[config.mk]
export PLATFORM = sky130hd
export DESIGN_NAME = inst_mem_loader
export DESIGN_NICKNAME = d
export VERILOG_FILES = /design/src/rtl/loader_pkg.sv /design/src/rtl/inst_mem_loader_byte_to_word.sv /design/src/rtl/inst_mem_loader.sv
export SDC_FILE = /design/constraint.sdc
export NUM_CORES = 1
export LEC_CHECK = 0
export BUFFER_PORTS_ARGS = -buffer_cell sky130_fd_sc_hd__buf_2
export CAP_MARGIN = 10
export CORE_MARGIN = 2
export CORE_UTILIZATION = 50
export DETAILED_ROUTE_END_ITERATION = 12
export PLACE_DENSITY = 0.82
export SKIP_LAST_GASP = 1
export SLEW_MARGIN = 20
export SYNTH_ARGS = -nofsm -noshare
export SYNTH_HDL_FRONTEND = slang
export SYNTH_SLANG_ARGS = --single-unit
[constraint.sdc]
create_clock -name clk -period 1.67 [get_ports clk]
set_input_delay 0.167 -clock clk [delete_from_list [all_inputs] [get_ports clk]]
set_output_delay 0.167 -clock clk [all_outputs]
set_load 0.005 [all_outputs]
[src/rtl/loader_pkg.sv]
// Shared types and sizes for the instruction-memory boot loader.
package loader_pkg;

  typedef enum logic [2:0] {HDR, LOAD, WRITE, DONE, ERR} loader_state_t;

  localparam int HDR_BYTES  = 4;
  localparam int WORD_BYTES = 4;

endpackage

[src/rtl/inst_mem_loader_byte_to_word.sv]
// Little-endian byte assembler: a 2-bit byte counter and an LSB-first shift register.
module byte_to_word
  import loader_pkg::*;
#(
  parameter int NBYTES = WORD_BYTES
) (
  input  logic        clk,
  input  logic        nrst,
  input  logic        i_clr,
  input  logic        i_push,
  input  logic [7:0]  i_byte,
  output logic [31:0] o_word,
  output logic        o_word_full
);

  localparam logic [1:0] LAST = 2'(NBYTES - 1);

  logic [1:0]  r_cnt;
  logic [31:0] r_shift;

  // o_word already includes the byte in flight, so the word is usable on the accepting edge
  assign o_word      = {i_byte, r_shift[31:8]};
  assign o_word_full = i_push && (r_cnt == LAST);

  always_ff @(posedge clk) begin
    if (!nrst || i_clr) begin
      r_cnt <= '0;
    end else if (i_push) begin
      r_cnt <= r_cnt + 2'd1;
    end
  end

  always_ff @(posedge clk) begin
    if (i_push) begin
      r_shift <= o_word;
    end
  end

endmodule

[src/rtl/inst_mem_loader.sv]
// Boot-time instruction memory writer: header word count, then N little-endian words.
module inst_mem_loader
  import loader_pkg::*;
#(
  parameter logic [31:0] BASE_ADDR = 32'h0000_0000,
  parameter int          MAX_WORDS = 1024
) (
  input  logic        clk,
  input  logic        nrst,
  input  logic        byte_valid,
  input  logic [7:0]  byte_data,
  output logic        byte_ready,
  input  logic        start,
  output logic        inst_mem_wren,
  output logic [31:0] inst_mem_write_addr,
  output logic [31:0] inst_mem_write_data,
  output logic        core_run,
  output logic        load_err
);

  localparam int IDX_W = $clog2(MAX_WORDS + 1);

  loader_state_t    r_state, w_state_nxt;
  logic [IDX_W-1:0] r_idx, r_n, w_idx_inc;
  logic [31:0]      r_addr, r_data;
  logic [31:0]      w_word;
  logic             w_full, w_push, w_rearm, w_hdr_bad;

  assign byte_ready = (r_state == HDR) || (r_state == LOAD);
  assign w_push     = byte_valid && byte_ready;
  assign w_rearm    = start && ((r_state == DONE) || (r_state == ERR));
  assign w_idx_inc  = r_idx + IDX_W'(1);
  assign w_hdr_bad  = (w_word == 32'd0) || (w_word > 32'(MAX_WORDS));

  // Header and data words share one assembler; both are four bytes wide.
  byte_to_word #(.NBYTES(HDR_BYTES)) u_b2w (
    .clk         (clk),
    .nrst        (nrst),
    .i_clr       (w_rearm),
    .i_push      (w_push),
    .i_byte      (byte_data),
    .o_word      (w_word),
    .o_word_full (w_full)
  );

  always_ff @(posedge clk) begin
    if (!nrst) begin
      r_state <= HDR;
    end else begin
      r_state <= w_state_nxt;
    end
  end

  always_comb begin
    w_state_nxt = r_state;
    unique case (r_state)
      HDR:     if (w_full) w_state_nxt = w_hdr_bad ? ERR : LOAD;
      LOAD:    if (w_full) w_state_nxt = WRITE;
      WRITE:   w_state_nxt = (w_idx_inc == r_n) ? DONE : LOAD;
      DONE:    if (start) w_state_nxt = HDR;
      ERR:     if (start) w_state_nxt = HDR;
      default: w_state_nxt = HDR;
    endcase
  end

  // Address and data are captured as the last byte lands so they are valid throughout WRITE
  always_ff @(posedge clk) begin
    if (!nrst) begin
      r_idx  <= '0;
      r_n    <= '0;
      r_addr <= BASE_ADDR;
      r_data <= '0;
    end else begin
      if (r_state == HDR && w_full) begin
        r_n <= w_word[IDX_W-1:0];
      end
      if (r_state == LOAD && w_full) begin
        r_addr <= BASE_ADDR + 32'({r_idx, 2'b00});
        r_data <= w_word;
      end
      if (r_state == WRITE) begin
        r_idx <= w_idx_inc;
      end else if (w_rearm) begin
        r_idx <= '0;
      end
    end
  end

  assign inst_mem_wren       = (r_state == WRITE);
  assign inst_mem_write_addr = r_addr;
  assign inst_mem_write_data = r_data;
  assign core_run            = (r_state == DONE);
  assign load_err            = (r_state == ERR);

endmodule

### Word level (Yosys, flattened, before mapping)

Index checks and enable logic that the tools add are counted.

| operators by class | value |
|---|---|
| add/subtract/negate cells | 2 |
| order comparisons | 1 |
| eq/ne operators | 9 |
| mux-type cells | 8 |
| reductions and logical operators | 15 |

Operator list:

| kind | count |
|---|---|
| $gt 32x11->1 const B | 1 |
| $logic_not 32->1 | 1 |
| $mux 11 | 2 |
| $mux 3 | 4 |
| $pmux 3 s4 | 1 |
| $add 11x1->11 const B | 1 |
| $eq 11x11->1 | 1 |
| $eq 3x2->1 const B | 2 |
| $logic_and 1x1->1 | 5 |
| $logic_or 1x1->1 | 4 |
| $ne 2x2->1 const B | 2 |
| $eq 3x1->1 const B | 1 |
| $eq 3x3->1 const B | 1 |
| $logic_not 3->1 | 1 |
| $reduce_and 3->1 | 1 |
| $add 2x1->2 const B | 1 |
| $eq 2x2->1 const B | 1 |
| $mux 2 | 1 |
| $ne 2x1->1 const B | 1 |
| $reduce_bool 2->1 | 1 |
| $reduce_or 2->1 | 1 |
| $logic_not 1->1 | 1 |

| word-level totals | value |
|---|---|
| bits in registers | 102 |
| input port bits | 12 |
| output and inout port bits | 68 |
| word-level logic and storage cells | 42 |

### Longest topological paths before layout

Gate-level depths: netlist of run 1.

| depth | value |
|---|---|
| word-level depth | 6 |
| mapped depth | 8 |
| mapped depth without buffers | 7 |

### Modules after synthesis

From an unflattened synthesis of run 1, not the netlist that was laid out.

| unflattened totals | value |
|---|---|
| cells, all modules | 466 |
| area, all modules | 4214.0 µm² |

Modules (own cells, without submodules):

| module | times used | cells an instance | area each (µm²) |
|---|---|---|---|
| inst_mem_loader | 1 | 425 | 3340.7 |
| byte_to_word | 1 | 41 | 873.3 |

### Worst setup path before layout of run 1

Ideal clock, no wire load.

| timing path | value |
|---|---|
| kind | flip-flop to flip-flop |
| from | register r_idx[0] |
| to | register r_state[1] |
| setup time | 0.084 ns |
| arrival | 1.703 ns |
| path slack | -0.117 ns |
| stages on the path, launching flop included | 7 |
| buffers on the path | 0 |
| period minus slack after synthesis | 1.787 ns |
| path through | dfxtp_1 ha_1 nand3_2 or3_1 o32ai_1 a31oi_1 o31ai_2 |

| between the ends | value |
|---|---|
| word-level cells in the longest chain between the ends | 4 |

RTL lines:

| item | line | RTL |
|---|---|---|
| start, declared | inst_mem_loader.sv:24 | `logic [IDX_W-1:0] r_idx, r_n, w_idx_inc;` |
| start signal, assigned | inst_mem_loader.sv:82 | `r_idx <= w_idx_inc;` |
| $add 11x1->11 | inst_mem_loader.sv:32 | `assign w_idx_inc = r_idx + IDX_W'(1);` |
| $eq 11x11->1 | inst_mem_loader.sv:59 | `WRITE: w_state_nxt = (w_idx_inc == r_n) ? DONE : LOAD;` |
| $mux 2 | inst_mem_loader.sv:59 |  |
| $pmux 3 s4 | inst_mem_loader.sv:56 | `unique case (r_state)` |
| end signal, assigned | inst_mem_loader.sv:50 | `r_state <= w_state_nxt;` |
| end, declared | inst_mem_loader.sv:23 | `loader_state_t r_state, w_state_nxt;` |

No other way between the ends.
A chain may end at the register's enable or synchronous reset.

### Final worst setup path of run 1

| timing path | value |
|---|---|
| from | register u_b2w.r_shift[13] |
| to | register r_state[2] |

| between the ends | value |
|---|---|
| word-level cells in the longest chain between the ends | 5 |
| elaborated cells between the ends (all ways) | 6 |
| those cells by class | order compare (1); mux (3); reduce/logical (2) |

RTL lines:

| item | line | RTL |
|---|---|---|
| start, declared | inst_mem_loader_byte_to_word.sv:19 | `logic [31:0] r_shift;` |
| start signal, assigned | inst_mem_loader_byte_to_word.sv:35 | `r_shift <= o_word;` |
| $gt 32x11->1 or $logic_not 32->1 (tied branches) | inst_mem_loader.sv:33 | `assign w_hdr_bad = (w_word == 32'd0) \|\| (w_word > 32'(MAX_WORDS));` |
| $logic_or 1x1->1 * | inst_mem_loader.sv:33 |  |
| $mux 3 * (2 in a row) | inst_mem_loader.sv:57 | `HDR: if (w_full) w_state_nxt = w_hdr_bad ? ERR : LOAD;` |
| $pmux 3 s4 * | inst_mem_loader.sv:56 |  |

Mark *: on every way between the ends. The rest lies on a longest branch, timed or not. The select of a mux whose other input is x is not followed.

==> impl_metrics.prom, run 1 <==
# TYPE chip_impl_metric gauge
chip_impl_metric{name="yosysSeqAreaShare",unit="%"} 51.05
chip_impl_metric{name="critical_path.max_fanout",unit=""} 2
chip_impl_info{name="worstReg2RegEnd",value="r_state[2]"} 1
chip_impl_metric{name="start_util",unit="%"} 51.10
chip_impl_metric{name="combined_area_of_the_multi_input_logic_cells",unit="um2"} 1902
chip_impl_info{name="min-delay-start",value="byte_data[1]"} 1
chip_impl_metric{name="post_syn_area_per_cell",unit="um2"} 9.404
chip_impl_metric{name="hold_viol",unit=""} 0
chip_impl_metric{name="number_of_setup_violations_in_the_final_report",unit=""} 2
chip_impl_metric{name="worst-r2r-setup-slack",unit="ns"} -0.05
chip_impl_metric{name="worst_slew_margin_rel",unit="%"} 64.37
chip_impl_metric{name="grt_overflow",unit=""} 0
chip_impl_info{name="tritoncts_clock_tree",value="done"} 1
chip_impl_metric{name="stdcell_area",unit="um2"} 5070
chip_impl_info{name="post-synth-top-area-cell",value="sky130_fd_sc_hd__dfxtp_1"} 1
chip_impl_metric{name="avgViaCountPerCell",unit=""} 5.337
chip_impl_metric{name="global_route.usage.total",unit="%"} 21.52
chip_impl_metric{name="asyncSetResetFlopFracSynth",unit="%"} 0
chip_impl_metric{name="cts_h_tree_lvls",unit=""} 3
chip_impl_metric{name="grt_first_pass_wirelength",unit="um"} 15060
chip_impl_metric{name="maxCapViolations",unit=""} 0
chip_impl_metric{name="final-max-slew-violation-count",unit=""} 0
chip_impl_metric{name="grt_pass1_vias",unit=""} 3146
chip_impl_info{name="synth_top_cells_by_area",value="sky130_fd_sc_hd__dfxtp_1 (34%), sky130_fd_sc_hd__edfxtp_1 (17%), sky130_fd_sc_hd__nand2_1 (9.8%), sky130_fd_sc_hd__a21boi_0 (8.7%), sky130_fd_sc_hd__buf_4 (5.6%)"} 1
chip_impl_metric{name="timing.final.crit_period",unit="ns"} 1.716
chip_impl_metric{name="remaining_drc_errors",unit=""} 0
chip_impl_metric{name="dp_cells",unit=""} 612
chip_impl_metric{name="finish.cell_count_without_fillers",unit=""} 641
chip_impl_info{name="clock_root_buffer",value="sky130_fd_sc_hd__clkbuf_8"} 1
chip_impl_metric{name="seq_area",unit="um2"} 2132
chip_impl_metric{name="buffer_ports.inserted",unit=""} 58
chip_impl_metric{name="floorplan.io_pins",unit=""} 80
chip_impl_metric{name="post-route-util",unit="%"} 62.33
chip_impl_metric{name="synth_top_cell_area_share",unit="%"} 33.71
chip_impl_metric{name="worst_setup_skew_after_layout",unit="ns"} 0.006393
chip_impl_metric{name="num_vias",unit=""} 3421
chip_impl_info{name="synth_ff_type",value="sky130_fd_sc_hd__dfxtp_1"} 1
chip_impl_metric{name="chipHeight",unit="um"} 95.18
chip_impl_metric{name="synthesis.yosys.warnings",unit=""} 0
chip_impl_info{name="start_kind",value="flip-flop"} 1
chip_impl_metric{name="fin_nets",unit=""} 545
chip_impl_metric{name="die-width",unit="um"} 95.18
chip_impl_info{name="grt_setup_unrepaired",value="true"} 1
chip_impl_info{name="hold-path-endpoint",value="u_b2w.r_shift[25]"} 1
chip_impl_metric{name="detailedRoute.firstIterationViolations",unit=""} 171
chip_impl_metric{name="worst_hold_path.num_cells",unit=""} 1
chip_impl_metric{name="clock_tree.buffer_depth",unit=""} 2
chip_impl_metric{name="vdd_ir_drop_max",unit="mV"} 0.5155
chip_impl_metric{name="power.total",unit="W"} 0.004173
chip_impl_metric{name="r2r.worst_path.cells",unit=""} 6
chip_impl_metric{name="drt_first_pass_iters",unit=""} 4
chip_impl_metric{name="maximum_number_of_pins_on_one_net_before_global_route_repair",unit=""} 70
chip_impl_info{name="outcome",value="complete, but fails checks"} 1
chip_impl_metric{name="clock_sinks",unit=""} 94
chip_impl_metric{name="rows",unit=""} 33
chip_impl_metric{name="wirelength",unit="um"} 9806
chip_impl_metric{name="synth_cell_types",unit=""} 53
chip_impl_metric{name="post_synth_inst_count",unit=""} 442
chip_impl_info{name="crit_type",value="flip-flop to flip-flop"} 1
chip_impl_metric{name="measured_slew_at_the_worst_slew_check_pin",unit="ns"} 0.5307
chip_impl_info{name="crit_path_capture_type",value="flip-flop"} 1
chip_impl_info{name="violated_checks",value="setup timing"} 1
chip_impl_metric{name="tritoncts.num_buffers",unit=""} 9
chip_impl_metric{name="num-fill-cells",unit=""} 627
chip_impl_metric{name="antenna_cells_inserted",unit=""} 0
chip_impl_metric{name="number_of_antenna_violations_at_the_first_check_in_global_routing",unit=""} 0
chip_impl_metric{name="power.leakage",unit="nW"} 1.991
chip_impl_metric{name="max_freq",unit="MHz"} 582.7
chip_impl_metric{name="netlist_area",unit="um2"} 4156
chip_impl_metric{name="wl_cell",unit="um"} 15.30
chip_impl_metric{name="antenna_violating_nets_post_route",unit=""} 0
chip_impl_metric{name="flow.area_growth_from_synthesis",unit="%"} 21.97
chip_impl_metric{name="floorplan.core_area",unit="um2"} 8134
chip_impl_metric{name="floorplan_die_area",unit="um2"} 9058
chip_impl_metric{name="power_density",unit="nW/um2"} 823.0
chip_impl_info{name="hp-class",value="primary input to flip-flop"} 1
chip_impl_metric{name="clk_transition_reported_paths",unit="ns"} 0.09
chip_impl_metric{name="worst-endpoint-required",unit="ns"} 1.94
chip_impl_metric{name="postSynthRegisterBits",unit=""} 94
chip_impl_metric{name="layout_setup_ws",unit="ns"} -0.04629
chip_impl_metric{name="synth_enable_flop_cells",unit=""} 24
chip_impl_metric{name="clock_insertion_delay_at_the_later_pin_of_the_skew_report",unit="ns"} 0.37
chip_impl_metric{name="placement.setup.worst_slack",unit="ns"} -0.09059
chip_impl_metric{name="layout_worst_path_cycle_share",unit="%"} 102.8
chip_impl_metric{name="critical_path_arrival",unit="ns"} 1.98
chip_impl_metric{name="cell_area_reported_after_detailed_placement",unit="um2"} 4619
chip_impl_metric{name="dp_hpwl",unit="um"} 6471
chip_impl_metric{name="drive_gt1_share",unit="%"} 28.17
chip_impl_info{name="worst_r2r_startpoint",value="u_b2w.r_shift[13]"} 1
chip_impl_metric{name="globalplace.congestion",unit=""} 0.8564
[how the worst max path moves through the flow]
stage,slack [ns],startpoint,endpoint,depth (start not counted)
2_1_floorplan,-0.08,r_idx[0],r_state[1],6
3_3_place_gp,-0.04,u_b2w.r_shift[13],r_state[2],6
3_5_place_dp,-0.09,u_b2w.r_shift[14],r_state[2],6
4_1_cts,-0.02,u_b2w.r_shift[16],r_state[2],6
5_1_grt,-0.15,u_b2w.r_shift[17],r_state[2],6
6_report,-0.05,u_b2w.r_shift[13],r_state[2],6
[where the power goes]
group / internal [W] / switching, W
Combinational: 0.0000898 / 0.0000999
Sequential: 0.00238 / 0.0000398
Clock: 0.000722 / 0.000842
[registers in the layout, indices dropped and copies added (netlist names)]
register and count:
r_n 11, r_idx 11, r_state 3, inst_mem_write_data 32
u_b2w.r_shift 24, u_b2w.r_cnt 2, inst_mem_write_addr 11
[cell type report]
| type | instances | area share, % |
|---|---|---|
| sequential | 94 | 42.05 |
| multi-input combinational | 316 | 37.51 |
| timing repair buffer | 106 | 13.52 |
| tap | 105 | 2.591 |
| clock buffer | 10 | 2.517 |
| clock inverter | 6 | 1.505 |
| inverter | 4 | 0.2962 |
[cells in the final DEF (no fill, tap or decap), drive strengths merged, types with 2 or more instances in the layout]
master	n
dfxtp	70
dlygate4sd3	4
and3	3
a21boi	55
nor2b	6
xor2	5
clkbuf	10
mux2i	2
xnor2	8
nor4	6
and2b	2
nor3	7
o21a	2
nand2b	4
nand3	17
o21ai	12
nand4	7
nor2	9
nor3b	4
a31oi	3
inv	8
a21oi	7
o211a	2
edfxtp	24
ha	2
or3	2
buf	102
and2	5
conb	21
a21o	2
a22oi	3
nand2	108
[what timing repair did]
item | in CTS | in global routing
setup endpoints to repair | 4 | 24
hold buffers | 4 | 0
resized for setup | 12 | 19
pin swaps | 8 | 8
buffers inserted | 4 | 5
endpoints found under the hold margin | 4 | 0
[per-stage QoR]
stage | hold WS, ns | setup TNS (ns)
6_report | 0.01200 | -0.06617
5_1_grt | -0.001021 | -0.3729
4_1_cts | 0.0001328 | -0.01894
3_5_place_dp | 0.3765 | -0.1884
3_3_place_gp | 0.3774 | -0.04069
2_1_floorplan | 0.2659 | -0.08452
[cells in the mapped netlist (3+ instances only)]
cell type	n
sky130_fd_sc_hd__nand2_1	108
sky130_fd_sc_hd__nand4_1	7
sky130_fd_sc_hd__nand2b_1	4
sky130_fd_sc_hd__a21boi_1	7
sky130_fd_sc_hd__a21oi_1	7
sky130_fd_sc_hd__a21boi_0	48
sky130_fd_sc_hd__a31oi_1	3
sky130_fd_sc_hd__nor2_1	8
sky130_fd_sc_hd__nor2b_1	6
sky130_fd_sc_hd__buf_2	5
sky130_fd_sc_hd__buf_4	31
sky130_fd_sc_hd__o21ai_0	12
sky130_fd_sc_hd__a22oi_1	3
sky130_fd_sc_hd__inv_1	3
sky130_fd_sc_hd__nor3_1	7
sky130_fd_sc_hd__and2_1	5
sky130_fd_sc_hd__nor4_1	6
sky130_fd_sc_hd__nor3b_1	3
sky130_fd_sc_hd__edfxtp_1	24
sky130_fd_sc_hd__xnor2_1	8
sky130_fd_sc_hd__clkbuf_1	10
sky130_fd_sc_hd__nand3_1	15
sky130_fd_sc_hd__xor2_1	5
sky130_fd_sc_hd__dfxtp_1	70
[kinds of logic (layout without fill, tap and decap cells)]
group	Yosys count	in the layout	synth area share, %
AO/OA/AOI/OAI	94	94	16.10
XOR/XNOR	13	13	2.739
adder cells (fa/ha/maj)	2	2	0.6020
buffers and inverters	52	126	8.157
flip-flops	94	94	51.05
multiplexers	2	2	0.4817
other	1	21	0.09022
AND/OR/NAND/NOR	184	184	20.77
[routing by layer]
metal  global-route usage, %  vias up  part of all wire (%)
li1                        -     1651                     -
met1                   27.01     1646                    42
met2                   36.27       97                    50
met3                   4.506       27                   5.3
met4                   8.454        0                   2.7
met5                       0        -                     0
[critical path, cell delays in order, from the launching register on]
cell and delay, ns:
sky130_fd_sc_hd__edfxtp_1 0.46, sky130_fd_sc_hd__nor4_4 0.32, sky130_fd_sc_hd__a31oi_1 0.13, sky130_fd_sc_hd__nor4b_1 0.31, sky130_fd_sc_hd__buf_4 0.18, sky130_fd_sc_hd__o22ai_2 0.06
sky130_fd_sc_hd__and2_1 0.16
Note: power is estimated with default switching activity, not from simulation.
==> run 2: changes to the inputs <==
--- a/config.mk
+++ b/config.mk
@@ -15,4 +15,5 @@
 export SLEW_MARGIN = 20
 export SYNTH_ARGS = -nofsm -noshare
 export SYNTH_HDL_FRONTEND = slang
+export SYNTH_HIERARCHICAL = 1
 export SYNTH_SLANG_ARGS = --single-unit
==> impl_metrics.prom, run 2 <==
# TYPE chip_impl_metric gauge
chip_impl_info{name="grt_setup_unrepaired",value="true"} 1
chip_impl_metric{name="synth_cell_types",unit=""} 49
chip_impl_metric{name="remaining_drc_errors",unit=""} 0
chip_impl_metric{name="asyncSetResetFlopFracSynth",unit="%"} 0
chip_impl_info{name="crit_path_capture_type",value="output pin"} 1
chip_impl_metric{name="largest_reg_flops",unit=""} 32
chip_impl_metric{name="buffer_ports.inserted",unit=""} 58
chip_impl_metric{name="worst_setup_skew_after_layout",unit="ns"} 0.01109
chip_impl_metric{name="floorplan_die_area",unit="um2"} 9179
chip_impl_metric{name="wl_cell",unit="um"} 14.02
chip_impl_info{name="min-delay-start",value="byte_data[4]"} 1
chip_impl_info{name="setup.worst_path.start",value="r_state[0]"} 1
chip_impl_info{name="violated_checks",value="setup timing"} 1
chip_impl_metric{name="grt_pass1_vias",unit=""} 3322
chip_impl_metric{name="clock_tree.buffer_depth",unit=""} 2
chip_impl_metric{name="clock_sinks",unit=""} 94
chip_impl_info{name="synth_ff_type",value="sky130_fd_sc_hd__dfxtp_1"} 1
chip_impl_metric{name="layout_setup_ws",unit="ns"} -0.001972
chip_impl_metric{name="hold_viol",unit=""} 0
chip_impl_metric{name="p_int",unit="W"} 0.003015
chip_impl_metric{name="clock_insertion_delay_at_the_later_pin_of_the_skew_report",unit="ns"} 0.36
chip_impl_metric{name="power_density",unit="nW/um2"} 783.6
chip_impl_metric{name="drt_first_pass_iters",unit=""} 4
chip_impl_metric{name="number_of_antenna_violations_at_the_first_check_in_global_routing",unit=""} 0
chip_impl_metric{name="power.leakage",unit="nW"} 1.995
chip_impl_metric{name="start_util",unit="%"} 51.55
chip_impl_metric{name="antenna_violating_nets_post_route",unit=""} 0
chip_impl_metric{name="globalplace.congestion",unit=""} 0.9229
chip_impl_metric{name="combined_area_of_the_multi_input_logic_cells",unit="um2"} 1878
chip_impl_metric{name="antenna_cells_inserted",unit=""} 0
chip_impl_metric{name="dp_hpwl",unit="um"} 6689
chip_impl_info{name="worst_r2r_startpoint",value="r_state[0]"} 1
chip_impl_metric{name="flow.area_growth_from_synthesis",unit="%"} 19.74
chip_impl_metric{name="vdd_ir_drop_max",unit="mV"} 0.6541
chip_impl_metric{name="grt_first_pass_wirelength",unit="um"} 15120
chip_impl_metric{name="floorplan.core_area",unit="um2"} 8175
chip_impl_info{name="tritoncts_clock_tree",value="done"} 1
chip_impl_metric{name="synthesis.yosys.warnings",unit=""} 6
chip_impl_metric{name="global_route.usage.total",unit="%"} 21.02
chip_impl_metric{name="avgViaCountPerCell",unit=""} 5.287
chip_impl_metric{name="drive_gt1_share",unit="%"} 25.05
chip_impl_info{name="start_kind",value="flip-flop"} 1
chip_impl_metric{name="stdcell_area",unit="um2"} 5046
chip_impl_metric{name="synth_enable_flop_cells",unit=""} 24
chip_impl_metric{name="postSynthRegisterBits",unit=""} 94
chip_impl_metric{name="maxCapViolations",unit=""} 0
chip_impl_metric{name="num-fill-cells",unit=""} 683
chip_impl_metric{name="placement.setup.worst_slack",unit="ns"} -0.08718
chip_impl_info{name="outcome",value="complete, but fails checks"} 1
chip_impl_metric{name="synth_top_cell_area_share",unit="%"} 33.25
chip_impl_metric{name="seq_area",unit="um2"} 2133
chip_impl_metric{name="clk_transition_reported_paths",unit="ns"} 0.10
chip_impl_metric{name="p_comb_share",unit="%"} 4.3
chip_impl_info{name="clock_root_buffer",value="sky130_fd_sc_hd__clkbuf_8"} 1
chip_impl_metric{name="final-max-slew-violation-count",unit=""} 0
chip_impl_metric{name="whs",unit="ns"} 0.02336
chip_impl_info{name="hp-class",value="primary input to flip-flop"} 1
chip_impl_metric{name="die-width",unit="um"} 95.81
chip_impl_info{name="ys_top_cells_by_count",value="sky130_fd_sc_hd__nand2_1 (118), sky130_fd_sc_hd__dfxtp_1 (70), sky130_fd_sc_hd__a21boi_0 (52), sky130_fd_sc_hd__buf_4 (30), sky130_fd_sc_hd__edfxtp_1 (24)"} 1
chip_impl_metric{name="detailedRoute.firstIterationViolations",unit=""} 136
chip_impl_metric{name="cts_h_tree_lvls",unit=""} 3
chip_impl_metric{name="fin_nets",unit=""} 556
chip_impl_metric{name="grt_overflow",unit=""} 0
chip_impl_metric{name="setup_total_negative_slack",unit="ns"} -0.001972
chip_impl_metric{name="post_syn_area_per_cell",unit="um2"} 9.043
chip_impl_metric{name="wirelength",unit="um"} 9144
chip_impl_metric{name="timing.final.crit_period",unit="ns"} 1.672
chip_impl_metric{name="chipHeight",unit="um"} 95.81
chip_impl_info{name="layout.cells.most_common_list",value="sky130_fd_sc_hd__nand2_1 (118), sky130_fd_sc_hd__dfxtp_1 (65), sky130_fd_sc_hd__buf_2 (58)"} 1
chip_impl_metric{name="floorplan.io_pins",unit=""} 80
chip_impl_info{name="crit_type",value="flip-flop to output pin"} 1
chip_impl_metric{name="netlist_area",unit="um2"} 4214
chip_impl_metric{name="layout_worst_path_cycle_share",unit="%"} 100.1
chip_impl_metric{name="swShare",unit="%"} 23.76
chip_impl_metric{name="rows",unit=""} 33
chip_impl_metric{name="number_of_setup_violations_in_the_final_report",unit=""} 1
chip_impl_metric{name="critical_path.max_fanout",unit=""} 16
chip_impl_metric{name="maximum_number_of_pins_on_one_net_before_global_route_repair",unit=""} 32
chip_impl_metric{name="worst-endpoint-required",unit="ns"} 1.50
chip_impl_metric{name="power.sequential.fraction",unit="%"} 61.1
chip_impl_metric{name="post_synth_inst_count",unit=""} 466
chip_impl_metric{name="tritoncts.num_buffers",unit=""} 9
chip_impl_info{name="synth_top_cells_by_area",value="sky130_fd_sc_hd__dfxtp_1 (33%), sky130_fd_sc_hd__edfxtp_1 (17%), sky130_fd_sc_hd__nand2_1 (11%), sky130_fd_sc_hd__a21boi_0 (9.3%), sky130_fd_sc_hd__buf_4 (5.3%)"} 1
chip_impl_metric{name="clock_power_share",unit="%"} 34.6
chip_impl_metric{name="critical_path_arrival",unit="ns"} 1.50
chip_impl_info{name="leading_cell_type_by_number_of_instances_after_synthesis",value="sky130_fd_sc_hd__nand2_1"} 1
chip_impl_metric{name="num_vias",unit=""} 3447
chip_impl_info{name="post-synth-top-area-cell",value="sky130_fd_sc_hd__dfxtp_1"} 1
chip_impl_metric{name="max_freq",unit="MHz"} 598.1
chip_impl_metric{name="power.switching",unit="W"} 0.0009395
chip_impl_metric{name="cell_area_reported_after_detailed_placement",unit="um2"} 4711
chip_impl_metric{name="yosysSeqAreaShare",unit="%"} 50.36
chip_impl_info{name="layout_commonest_cell",value="sky130_fd_sc_hd__nand2_1"} 1
## run 2: cell count changes after synthesis, moves of 3 or more
cell / previous run / this run
sky130_fd_sc_hd__nand2_1: 108 / 118
sky130_fd_sc_hd__inv_1: 3 / 6
sky130_fd_sc_hd__a21oi_1: 7 / 13
sky130_fd_sc_hd__nor2_1: 8 / 14
sky130_fd_sc_hd__nand3_1: 15 / 6
sky130_fd_sc_hd__clkbuf_1: 10 / 20
sky130_fd_sc_hd__nor3_1: 7 / 3
sky130_fd_sc_hd__a21boi_0: 48 / 52
sky130_fd_sc_hd__buf_2: 5 / 8
## run 2: per-layer routing
metal | share of wire [%] | global-route usage [%] | up-vias
li1 | - | - | 1682
met1 | 41 | 23.95 | 1634
met2 | 52 | 38.00 | 113
met3 | 5.4 | 5.795 | 18
met4 | 1.6 | 6.667 | 0
met5 | 0 | 0 | -
## run 2: logic make-up after synthesis
group                      synth area share (%)
buffers and inverters                     8.788
DFF                                       50.36
xor gates and xnor gates                  2.702
other                                   0.08899
and+or+nand+nor                           20.31
AOI/OAI and AO/OA                         16.92
adders and majority gates                0.5937
muxes                                    0.2375
## run 2: layout make-up
class	count	share of cell area, %
multi-input cells	326	37.22
clock buffers	9	2.455
repair buffers	104	13.84
inverters	7	0.5703
clock inverters	7	1.041
flip-flops and latches	94	42.28
well taps	105	2.604
## run 2: critical path, stage by stage, from the launching register on
cell and delay (ns):
sky130_fd_sc_hd__dfxtp_4 0.38, sky130_fd_sc_hd__or3b_4 0.43, sky130_fd_sc_hd__buf_12 0.17, sky130_fd_sc_hd__inv_4 0.07
sky130_fd_sc_hd__buf_2 0.11
## run 2: repair_timing
action | CTS | global route
pin swaps | 1 | 7
hold endpoints to repair | 5 | 0
hold buffers | 5 | 0
setup endpoints to repair | 25 | 57
buffers inserted | 0 | 3
gates resized for setup | 14 | 10
## run 2: worst paths after layout
path	slack (ns)	cells after the start	end
max	-0.002	4	inst_mem_wren
min	0.02	1	u_b2w/r_shift[28]
max reg2reg	0.02	5	r_state[1]
min reg2reg	0.45	2	inst_mem_write_addr[7]
## run 2: per-stage QoR
| stage | std cells | power, W | util [%] |
|---|---|---|---|
| after floorplan | 486 | 0.002596 | - |
| after global placement | 628 | 0.002607 | 57.62 |
| after detailed placement | 628 | 0.002616 | 57.62 |
| after CTS | 649 | 0.003984 | 60.91 |
| after global routing | 652 | 0.004108 | 61.72 |
| final | 652 | 0.003954 | 61.72 |
## run 2: power by group through the flow
stage	combinational, W	sequential (W)	clock (W)
floorplan	0.000141	0.00246	0
global placement	0.000145	0.00246	0
detailed placement	0.000150	0.00247	0
CTS	0.000160	0.00241	0.00141
global route	0.000189	0.00242	0.00150
finish	0.000169	0.00241	0.00137
